File: config.mk
export PLATFORM = sky130hd
export DESIGN_NAME = prio_irq_ctrl
export DESIGN_NICKNAME = d
export VERILOG_FILES = /design/src/rtl/prio_irq_ctrl.sv
export SDC_FILE = /design/constraint.sdc
export NUM_CORES = 1
export LEC_CHECK = 0
export ABC_AREA = 1
export CAP_MARGIN = 40
export CORE_UTILIZATION = 41
export CTS_CLUSTER_SIZE = 8
export DETAILED_ROUTE_END_ITERATION = 8
export PLACE_DENSITY = 0.82
export SLEW_MARGIN = 20
export SYNTH_ARGS = -nofsm -noshare
export SYNTH_HDL_FRONTEND = slang
export SYNTH_SLANG_ARGS = --single-unit
File: constraint.sdc
create_clock -name clk -period 1 [get_ports clk]
set_input_delay 0.1 -clock clk [delete_from_list [all_inputs] [get_ports clk]]
set_output_delay 0.1 -clock clk [all_outputs]
set_load 0.02 [all_outputs]
File: src/rtl/prio_irq_ctrl.sv
// 8-level priority interrupt controller: latches falling request edges, arbitrates
// highest-index-wins among unmasked pending lines, and holds the vector until EOI.
module prio_irq_ctrl #(
  parameter int N = 8
) (
  input  logic                    clk,
  input  logic                    rst_n,
  input  logic [N-1:0]            req_n,
  input  logic [N-1:0]            mask,
  output logic                    int_n,
  input  logic                    inta,
  output logic [$clog2(N)-1:0]    vec,
  output logic                    vec_valid,
  input  logic                    eoi,
  output logic                    busy,
  output logic [N-1:0]            pend
);

  localparam int VW = $clog2(N);

  typedef enum logic [1:0] {
    ST_IDLE    = 2'd0,
    ST_ASSERT  = 2'd1,
    ST_SERVICE = 2'd2
  } state_t;

  state_t          state_q, state_d;
  logic [N-1:0]    req_q;
  logic [N-1:0]    pend_q, pend_d;
  logic [VW-1:0]   vec_q, vec_d;
  logic            vec_valid_q, vec_valid_d;
  logic            int_n_q, int_n_d;
  logic            busy_q, busy_d;
  logic [N-1:0]    elig_s;
  logic [N-1:0]    set_s;
  logic [N-1:0]    clr_s;
  logic [VW-1:0]   win_s;
  logic            take_s;

  // Highest set index wins; bit 0 is the lowest priority.
  function automatic logic [VW-1:0] prio_enc(input logic [N-1:0] v);
    logic [VW-1:0] r;
    r = '0;
    for (int i = 0; i < N; i++) begin
      if (v[i]) begin
        r = VW'(i);
      end
    end
    return r;
  endfunction

  assign elig_s = pend_q & ~mask;
  assign set_s  = req_q & ~req_n;
  assign win_s  = prio_enc(elig_s);
  assign take_s = (state_q == ST_ASSERT) && inta && (elig_s != '0);

  // State register and all registered outputs.
  always_ff @(posedge clk) begin
    if (!rst_n) begin
      state_q     <= ST_IDLE;
      req_q       <= '1;
      pend_q      <= '0;
      vec_q       <= '0;
      vec_valid_q <= 1'b0;
      int_n_q     <= 1'b1;
      busy_q      <= 1'b0;
    end else begin
      state_q     <= state_d;
      req_q       <= req_n;
      pend_q      <= pend_d;
      vec_q       <= vec_d;
      vec_valid_q <= vec_valid_d;
      int_n_q     <= int_n_d;
      busy_q      <= busy_d;
    end
  end

  // Next-state logic; an acknowledge with nothing eligible falls back to idle.
  always_comb begin
    state_d = state_q;
    case (state_q)
      ST_IDLE: begin
        if (elig_s != '0) state_d = ST_ASSERT;
        else              state_d = ST_IDLE;
      end
      ST_ASSERT: begin
        if (take_s)              state_d = ST_SERVICE;
        else if (elig_s == '0)   state_d = ST_IDLE;
        else                     state_d = ST_ASSERT;
      end
      ST_SERVICE: begin
        if (eoi) state_d = ST_IDLE;
        else     state_d = ST_SERVICE;
      end
      default: state_d = ST_IDLE;
    endcase
  end

  // Output next values; a coincident new edge on the winner re-sets its pend bit.
  always_comb begin
    if (take_s) begin
      clr_s       = {{(N-1){1'b0}}, 1'b1} << win_s;
      vec_d       = win_s;
      vec_valid_d = 1'b1;
    end else if ((state_q == ST_SERVICE) && eoi) begin
      clr_s       = '0;
      vec_d       = vec_q;
      vec_valid_d = 1'b0;
    end else begin
      clr_s       = '0;
      vec_d       = vec_q;
      vec_valid_d = vec_valid_q;
    end
    pend_d  = (pend_q & ~clr_s) | set_s;
    int_n_d = (state_d != ST_ASSERT);
    busy_d  = (state_d == ST_SERVICE);
  end

  assign int_n     = int_n_q;
  assign vec       = vec_q;
  assign vec_valid = vec_valid_q;
  assign busy      = busy_q;
  assign pend      = pend_q;

endmodule

* Yosys cells after proc, flatten, opt, wreduce, memory -nomap -nowiden *
Cells that the tools add are included.

word-level totals
  flip-flop bits (word level) = 24
  input bits = 20
  word-level logic and storage cells = 41

cells by class
  equal/unequal tests = 4
  bitwise logic cells = 7
  muxes and demuxes = 15
  shift operators = 1
  reductions and logical operators = 7

operators by type and width
  cell                                                                      number
  8-bit bitwise AND                                                         3
  8-bit NOT                                                                 3
  3-bit 2-to-1 mux                                                          6
  8-bit zero test                                                           1
  8-bit 2-to-1 mux                                                          1
  8-bit bitwise OR                                                          1
  8-bit nonzero test                                                        1
  1-bit by 3-bit left shift with 8-bit output (first input constant)        1
  2-bit case mux with 3 select lines                                        1
  1-bit 2-to-1 mux                                                          5
  2-bit == test (second input constant)                                     2
  2-bit 2-to-1 mux                                                          2
  1-bit logical AND                                                         3
  2-bit by 1-bit == test with 1-bit output (second input constant)          1
  2-bit zero test                                                           1
  2-bit by 1-bit inequality test with 1-bit output (second input constant)  1
  2-bit nonzero test                                                        1

* Depth between registers and ports, before layout *
Gate-level depths: netlist of the first run.

  depth after elaboration = 14
  depth in mapped cells = 11

* Worst setup path after synthesis of the first run *
Ideal clock, no wire load.

  path type = register to register
  from = register pend_q[2] (netlist: pend[2])
  to = register vec_q[0] (netlist: vec[0])
  clock period less this slack = 1.214 ns
  path buffers = 0
  arrival time = 1.093 ns
  setup slack = -0.214 ns
  cell stages (with the launch flop) = 10
  cell sequence = dfxtp_1 > nand2_1 > nand2_1 > inv_2 > nand2_1 > inv_1 > nand2_4 > nand2_4 > nor2_1 > nor3_2

on the way
  longest elaborated chain between the ends = 7
  elaborated cells between the ends (all ways) = 9
  classes of those cells = 6 x mux; 1 x bitwise; 2 x reduce/logical

ends and longest elaborated chain
  what                            line  text
  start: declaration              29    logic [N-1:0] pend_q, pend_d;
  start signal: assignment        70    pend_q <= pend_d;
  8-bit bitwise AND (*)           52    assign elig_s = pend_q & ~mask;
  3-bit 2-to-1 mux (6 in series)  45    if (v[i]) begin
  end signal: assignment          71    vec_q <= vec_d;
  end: declaration                30    logic [VW-1:0] vec_q, vec_d;

Every way passes the cells marked *; elsewhere a longest branch is shown, timed or not.
A chain may end at the register's enable or synchronous reset.

* Worst setup path after layout of the first run *
  from = register pend_q[1] (netlist: pend[1])
  to = register pend_q[0] (netlist: pend[0])

on the way
  longest elaborated chain between the ends = 13
  elaborated cells between the ends (all ways) = 15
  classes of those cells = 1 x shift; 8 x mux; 4 x bitwise; 2 x reduce/logical

ends and longest elaborated chain
  what                                         line  text
  8-bit bitwise AND (*)                        52
  1-bit 2-to-1 mux                             45
  3-bit 2-to-1 mux (6 in series)               45
  1-bit by 3-bit left shift with 8-bit output  102   clr_s = {{(N-1){1'b0}}, 1'b1} << win_s;
  8-bit 2-to-1 mux (*)                         101   if (take_s) begin
  8-bit NOT (*)                                114   pend_d = (pend_q & ~clr_s) | set_s;
  8-bit bitwise AND (*)                        114
  8-bit bitwise OR (*)                         114

Marked as above.

==> results of run 1 <==
## cells by family after synthesis
family	after synthesis	synth area share (%)
flops	24	43.29
simple gates	83	38.45
buf+inv	36	13.08
compound gates	8	5.186
## flip-flops by register name (all words and copies together), names as in the netlist
| name | count |
|---|---|
| state_q | 2 |
| busy | 1 |
| int_n | 1 |
| req_q | 8 |
| vec_valid | 1 |
| vec | 3 |
| pend | 8 |
## critical path: stages, from the launching register on
cell and delay [ns]:
dfxtp_4 0.38, inv_2 0.04, nor2_1 0.03, nand2_1 0.05
nand2_1 0.05, nand2_1 0.05, nand2_1 0.06, nand2_2 0.14
buf_4 0.14, nand4_1 0.10, nand2_1 0.07, nand2_1 0.04
## power groups by stage
| stage | logic, uW | registers (uW) | clock network (uW) |
|---|---|---|---|
| finish | 741 | 1090 | 437 |
| floorplan | 319 | 1180 | 0 |
| global route | 802 | 1100 | 486 |
| global placement | 646 | 1110 | 0 |
| CTS | 694 | 1090 | 450 |
| detailed placement | 664 | 1120 | 0 |
## placed cells by master (no fill, tap or decap), drive strengths merged
cell,Yosys,final
a21oi,6,6
and3,1,1
buf,3,33
clkbuf,0,4
clkdlybuf4s50,0,19
dfxtp,24,24
inv,33,33
nand2,56,56
nand3,13,13
nand4,5,5
nor2,6,6
nor3,2,2
o21ai,1,1
o21bai,1,1
## per-layer routing
layer	GRT usage, %	wire (microns)
met1	24.49	1145
met2	39.09	1483
met3	3.390	95
met4	7.265	45
met5	0	0
## worst paths after layout
kind | endpoint | slack [ns] | cells after the start
worst max register to register | pend[0] | -0.22 | 11
worst min-delay path | req_q[0] | 0.33 | 3
worst max-delay path | pend[0] | -0.22 | 11
worst min register to register | pend[6] | 0.45 | 2
## per-stage QoR
step	total power, uW	instance area (sq um)	util (%)	setup slack (ns)	std cells
6_report	2271	1718	68.11	-0.2217	234
4_1_cts	2238	1682	66.67	-0.1986	231
2_1_floorplan	1495	1182	-	-0.09594	151
5_1_grt	2391	1718	68.11	-0.3114	234
3_3_place_gp	1757	1619	64.19	-0.4231	223
3_5_place_dp	1779	1619	64.19	-0.4623	223
## final cells by class
cell class | instances | area (sq um)
multi-input combinational | 91 | 568.0
tap | 30 | 37.54
timing repair buffer | 52 | 454.2
fill | 213 | 804.5
inverter | 33 | 123.9
sequential | 24 | 508.0
clock buffer | 4 | 26.28
## Yosys cell counts (all sizes together)
cell,n
a21oi,6
and3,1
buf,3
dfxtp,24
inv,33
nand2,56
nand3,13
nand4,5
nor2,6
nor3,2
o21ai,1
o21bai,1
## timing repair
action,4_1_cts,5_1_grt
endpoints found under the hold margin,0,0
cloned,0,0
buffers inserted,4,4
gates resized for setup,67,15
pin swaps,6,7
setup endpoints to repair,29,24
==> results_dict.tcl, run 1 <==
set metrics [dict create \
    yosys-top-cells-area "dfxtp_1 (43%), nand2_1 (16%), inv_1 (10%), nand3_1 (5.4%), nand2_4 (4.1%)" \
    clk-insertion-delay-late_ns 0.31 \
    drt-pass1-iter-count 4 \
    ctsRootBufferMaster "clkbuf_4" \
    ys_types 20 \
    swShare_pct 32.12 \
    num_antenna_cells 0 \
    hold_class "input pin to register" \
    syn_area_per_cell_sq_um 7.350 \
    hold_violations 0 \
    fp-row-count 18 \
    core_area_sq_mm 0.002522 \
    grt_pass1_vias 1082 \
    nNetsFinal 225 \
    failed_checks "negative setup slack" \
    max_freq_ghz 0.8185 \
    max_slew_margin_pct 80.53 \
    synth_top_cell_by_area "dfxtp_1" \
    ys_seq_area_share_pct 43.29 \
    drt_iter0_markers 8 \
    antenna_found_initial 0 \
    critPathLaunch "pend[1]" \
    p_leak_uw 0.0008994 \
    via_per_inst 4.624 \
    fin_crit_sh_pct 122.2 \
    p_switching_uw 729.5 \
    clock_path_buffers 2 \
    cp-end-kind "register" \
    cts_hold_buf 0 \
    netlist_instances 151 \
    tritoncts "built" \
    ant_nets 0 \
    holdWs_ns 0.3271 \
    power.internal_uw 1541 \
    finalSetupTns_ns -2.301 \
    ys_ff_latch 24 \
    outcome "finished, violations left" \
    clock_skew_ns 0.01191 \
    drive_gt1_share_pct 38.73 \
    syn-cell-area_sq_mm 0.001110 \
    synth_top_area_share_pct 43.29 \
    period_minus_slack_ns 1.222 \
    grt_pass1_wl_microns 4450 \
    worstPathArrival_ns 1.45 \
    wl_per_cell_microns 11.84 \
    die_h_microns 54.03 \
    crit_fanout 5 \
    pwr-share-comb_pct 32.6 \
    r2r-start "pend[1]" \
    ios 34 \
    tightest_slew_ns 0.2917 \
    p_seq_share_pct 48.1 \
    drc_errors 0 \
    maxSlewViolCount 0 \
    critPathKind "register to register" \
    required_ns 1.23 \
    min-delay-start "req_n[0]" \
    layout_setup_ws_ns -0.2217 \
    vias 1082 \
    clkTransAtPathRegs_ns 0.13 \
    grt_max_degree 14 \
    drv_cap 0 \
    cts_buffers 3 \
    place_congestion 0.7824 \
    globalRoute.totalOverflow 0 \
    die_x_microns 54.03 \
    cts_htree_levels 1 \
    syn_to_final_growth_pct 54.79 \
    grt_usage_pct 21.23 \
    setup_viol_count_final 20 \
    rsz0062_at_grt "yes" \
    clock-sinks 24 \
    wl_microns 2770 \
    ir_drop_v 0.001115 \
    pwr-share-clk_pct 19.2 \
    die_area_sq_mm 0.002919 \
    yosys_warnings 0 \
    start_kind "register" \
    start_util_pct 44.00 \
    dp_hpwl_microns 2049 \
    synthesis.nets 171 \
    io_buffer_count 33 \
    power.density_mw_per_mm2 1322 \
]
Power figures use the tool's default switching activity.
==> run 2, diff against run 1 <==
--- a/config.mk
+++ b/config.mk
@@ -10,6 +10,7 @@
 export CORE_UTILIZATION = 41
 export CTS_CLUSTER_SIZE = 8
 export DETAILED_ROUTE_END_ITERATION = 8
+export GPL_ROUTABILITY_DRIVEN = 0
 export PLACE_DENSITY = 0.82
 export SLEW_MARGIN = 20
 export SYNTH_ARGS = -nofsm -noshare
==> results of run 2 <==
No change in the layout: final DEF, timing and power equal those of run 1.
==> run 3, diff against run 2 <==
--- a/config.mk
+++ b/config.mk
@@ -12,6 +12,7 @@
 export DETAILED_ROUTE_END_ITERATION = 8
 export GPL_ROUTABILITY_DRIVEN = 0
 export PLACE_DENSITY = 0.82
+export RECOVER_POWER = 50
 export SLEW_MARGIN = 20
 export SYNTH_ARGS = -nofsm -noshare
 export SYNTH_HDL_FRONTEND = slang
==> run 3 against run 2 <==
- the flow still finishes with violations (negative setup slack)
- setup slack improved by 0.00059 ns
- sequential power about the same
- clock power about the same
- clock skew about the same
- register-to-register slack about the same
- die area unchanged
- combinational power decreased by 0.8%
- first-iteration DRC count increased by 25%
- global-route usage unchanged
- sequential share of layout area increased by 0.15 points
- critical path type unchanged
- highest routed layer unchanged
==> results_dict.tcl, run 3 (synthesis results as in run 1) <==
set metrics [dict create \
    outcome "finished, violations left" \
    failed_checks "negative setup slack" \
    dpl_cell_area_sq_mm 0.001619 \
    hold_end "req_q[0]" \
    wl_microns 2767 \
    maxSlewViolCount 0 \
    cp-end-kind "register" \
    antenna_found_initial 0 \
    hold_violations 0 \
    die_h_microns 54.03 \
    max_freq_ghz 0.8189 \
    ir_drop_v 0.001121 \
    power.density_mw_per_mm2 1325 \
    worstPathArrival_ns 1.45 \
    drv_cap 0 \
    cts_htree_levels 1 \
    ant_nets 0 \
    drive_gt1_share_pct 38.24 \
    min-delay-start "req_n[0]" \
    grt_pass1_vias 1082 \
    dp_hpwl_microns 2049 \
    min_path_cells 3 \
    start_kind "register" \
    die_area_sq_mm 0.002919 \
    wl_met3_microns 93 \
    crit_family "simple AND/OR/NAND/NOR gates" \
    wl_per_cell_microns 11.82 \
    path_cells "inv_2 > nor2_1 > nand2_1 > nand2_1 > nand2_1 > nand2_1 > nand2_2 > buf_4 > nand4_1 > nand2_1 > nand2_1" \
    reg2reg_to "pend[0]" \
    highest_layer "met4" \
    die_x_microns 54.03 \
    tightest_slew_ns 0.2883 \
    slowest_stage "dfxtp_4" \
    syn_to_final_growth_pct 54.00 \
    final_cell_mix "nand2_1 (41), inv_1 (28), clkdlybuf4s50_1 (18)" \
    final_common_cell "nand2_1" \
    cp.depth 11 \
    layout_setup_ws_ns -0.2211 \
    rsz0062_at_grt "yes" \
    clock-sinks 24 \
    clock_skew_ns 0.01163 \
    slowest_delay_ns 0.38 \
    grt_usage_pct 21.23 \
    met2_length_microns 1486 \
    r2r_slack_ns -0.22 \
    required_ns 1.23 \
    p_leak_uw 0.0008948 \
    final_area_sq_mm 0.001709 \
    drc_errors 0 \
    tritoncts "built" \
    via_per_inst 4.632 \
    fin_crit_sh_pct 122.1 \
    wl_met1_microns 1140 \
    vias 1084 \
    period_minus_slack_ns 1.221 \
    crit_fanout 5 \
    core_area_sq_mm 0.002522 \
    r2r.worst_path.cells 11 \
    drt-pass1-iter-count 4 \
    clkTransAtPathRegs_ns 0.13 \
    path_common_cell "nand2_1" \
    cts_buffers 3 \
    max_slew_margin_pct 80.76 \
    ctsRootBufferMaster "clkbuf_4" \
    drt_iter0_markers 10 \
    r2r-start "pend[1]" \
    start_util_pct 44.00 \
    grt_pass1_wl_microns 4450 \
    clock_path_buffers 2 \
    clk-insertion-delay-late_ns 0.31 \
    io_buffer_count 33 \
    finalSetupTns_ns -2.292 \
    hold_class "input pin to register" \
    critPathKind "register to register" \
    grt_max_degree 14 \
    nNetsFinal 225 \
    critPathBufInv 2 \
    setup_viol_count_final 19 \
    num_antenna_cells 0 \
    fp-row-count 18 \
    ios 34 \
    globalRoute.totalOverflow 0 \
]
## run 3: changes by cell type in the layout (fill, tap and decap cells not counted), sizes merged
cell and change:
buf -3, clkbuf +3, clkdlybuf4s50 -1, dlygate4sd3 +1
## run 3: worst register-to-register path: stages, from the launching register on
cell and delay [ns]:
dfxtp_4 0.38, inv_2 0.04, nor2_1 0.03, nand2_1 0.05, nand2_1 0.05, nand2_1 0.05
nand2_1 0.06, nand2_2 0.14, buf_4 0.14, nand4_1 0.10, nand2_1 0.07, nand2_1 0.04
## run 3: area by class of cell
class | count | area (sq um)
tap | 30 | 37.54
fill | 217 | 813.3
sequential | 24 | 508.0
multi-input combinational | 91 | 568.0
inverter | 33 | 123.9
timing repair buffer | 52 | 445.4
clock buffer | 4 | 26.28
## run 3: how the worst max path moves through the flow
stage | slack [ns] | startpoint | endpoint
2_1_floorplan | -0.1 | pend[1] | pend[5]
3_3_place_gp | -0.42 | mask[5] | pend[0]
3_5_place_dp | -0.46 | mask[5] | pend[2]
4_1_cts | -0.20 | pend[1] | pend[5]
5_1_grt | -0.31 | pend[1] | pend[0]
6_report | -0.22 | pend[1] | pend[0]
## run 3: report_power, final
group	internal (uW)	leakage, uW	total, uW	switching (uW)
combinational	342	0.000676	735	394
sequential	1040	0.000203	1090	54.5
clock	156	0.0000150	436	280
total	1540	0.000895	2260	729
## run 3: stage by stage
step                hold WS, ns  utilization, %  power [uW]  setup WS [ns]  instances
floorplan                0.1966               -        1495       -0.09594        151
global placement         0.4295           64.19        1757        -0.4231        223
detailed placement       0.4420           64.19        1779        -0.4623        223
CTS                      0.3208           66.67        2238        -0.1986        231
global route             0.3458           67.76        2386        -0.3118        234
finish                   0.3253           67.76        2265        -0.2211        234
## run 3: metal layers
layer	global-route usage [%]	vias to the layer above
met5	0	-
met4	7.265	0
met3	3.390	6
met2	39.09	25
met1	24.49	495
li1	-	558
## run 3: timing repair
| item | in CTS | in global routing |
|---|---|---|
| resized for setup | 67 | 15 |
| hold buffers | 0 | 0 |
| setup buffers | 4 | 4 |
| pin swaps | 6 | 7 |
| setup endpoints to repair | 29 | 24 |
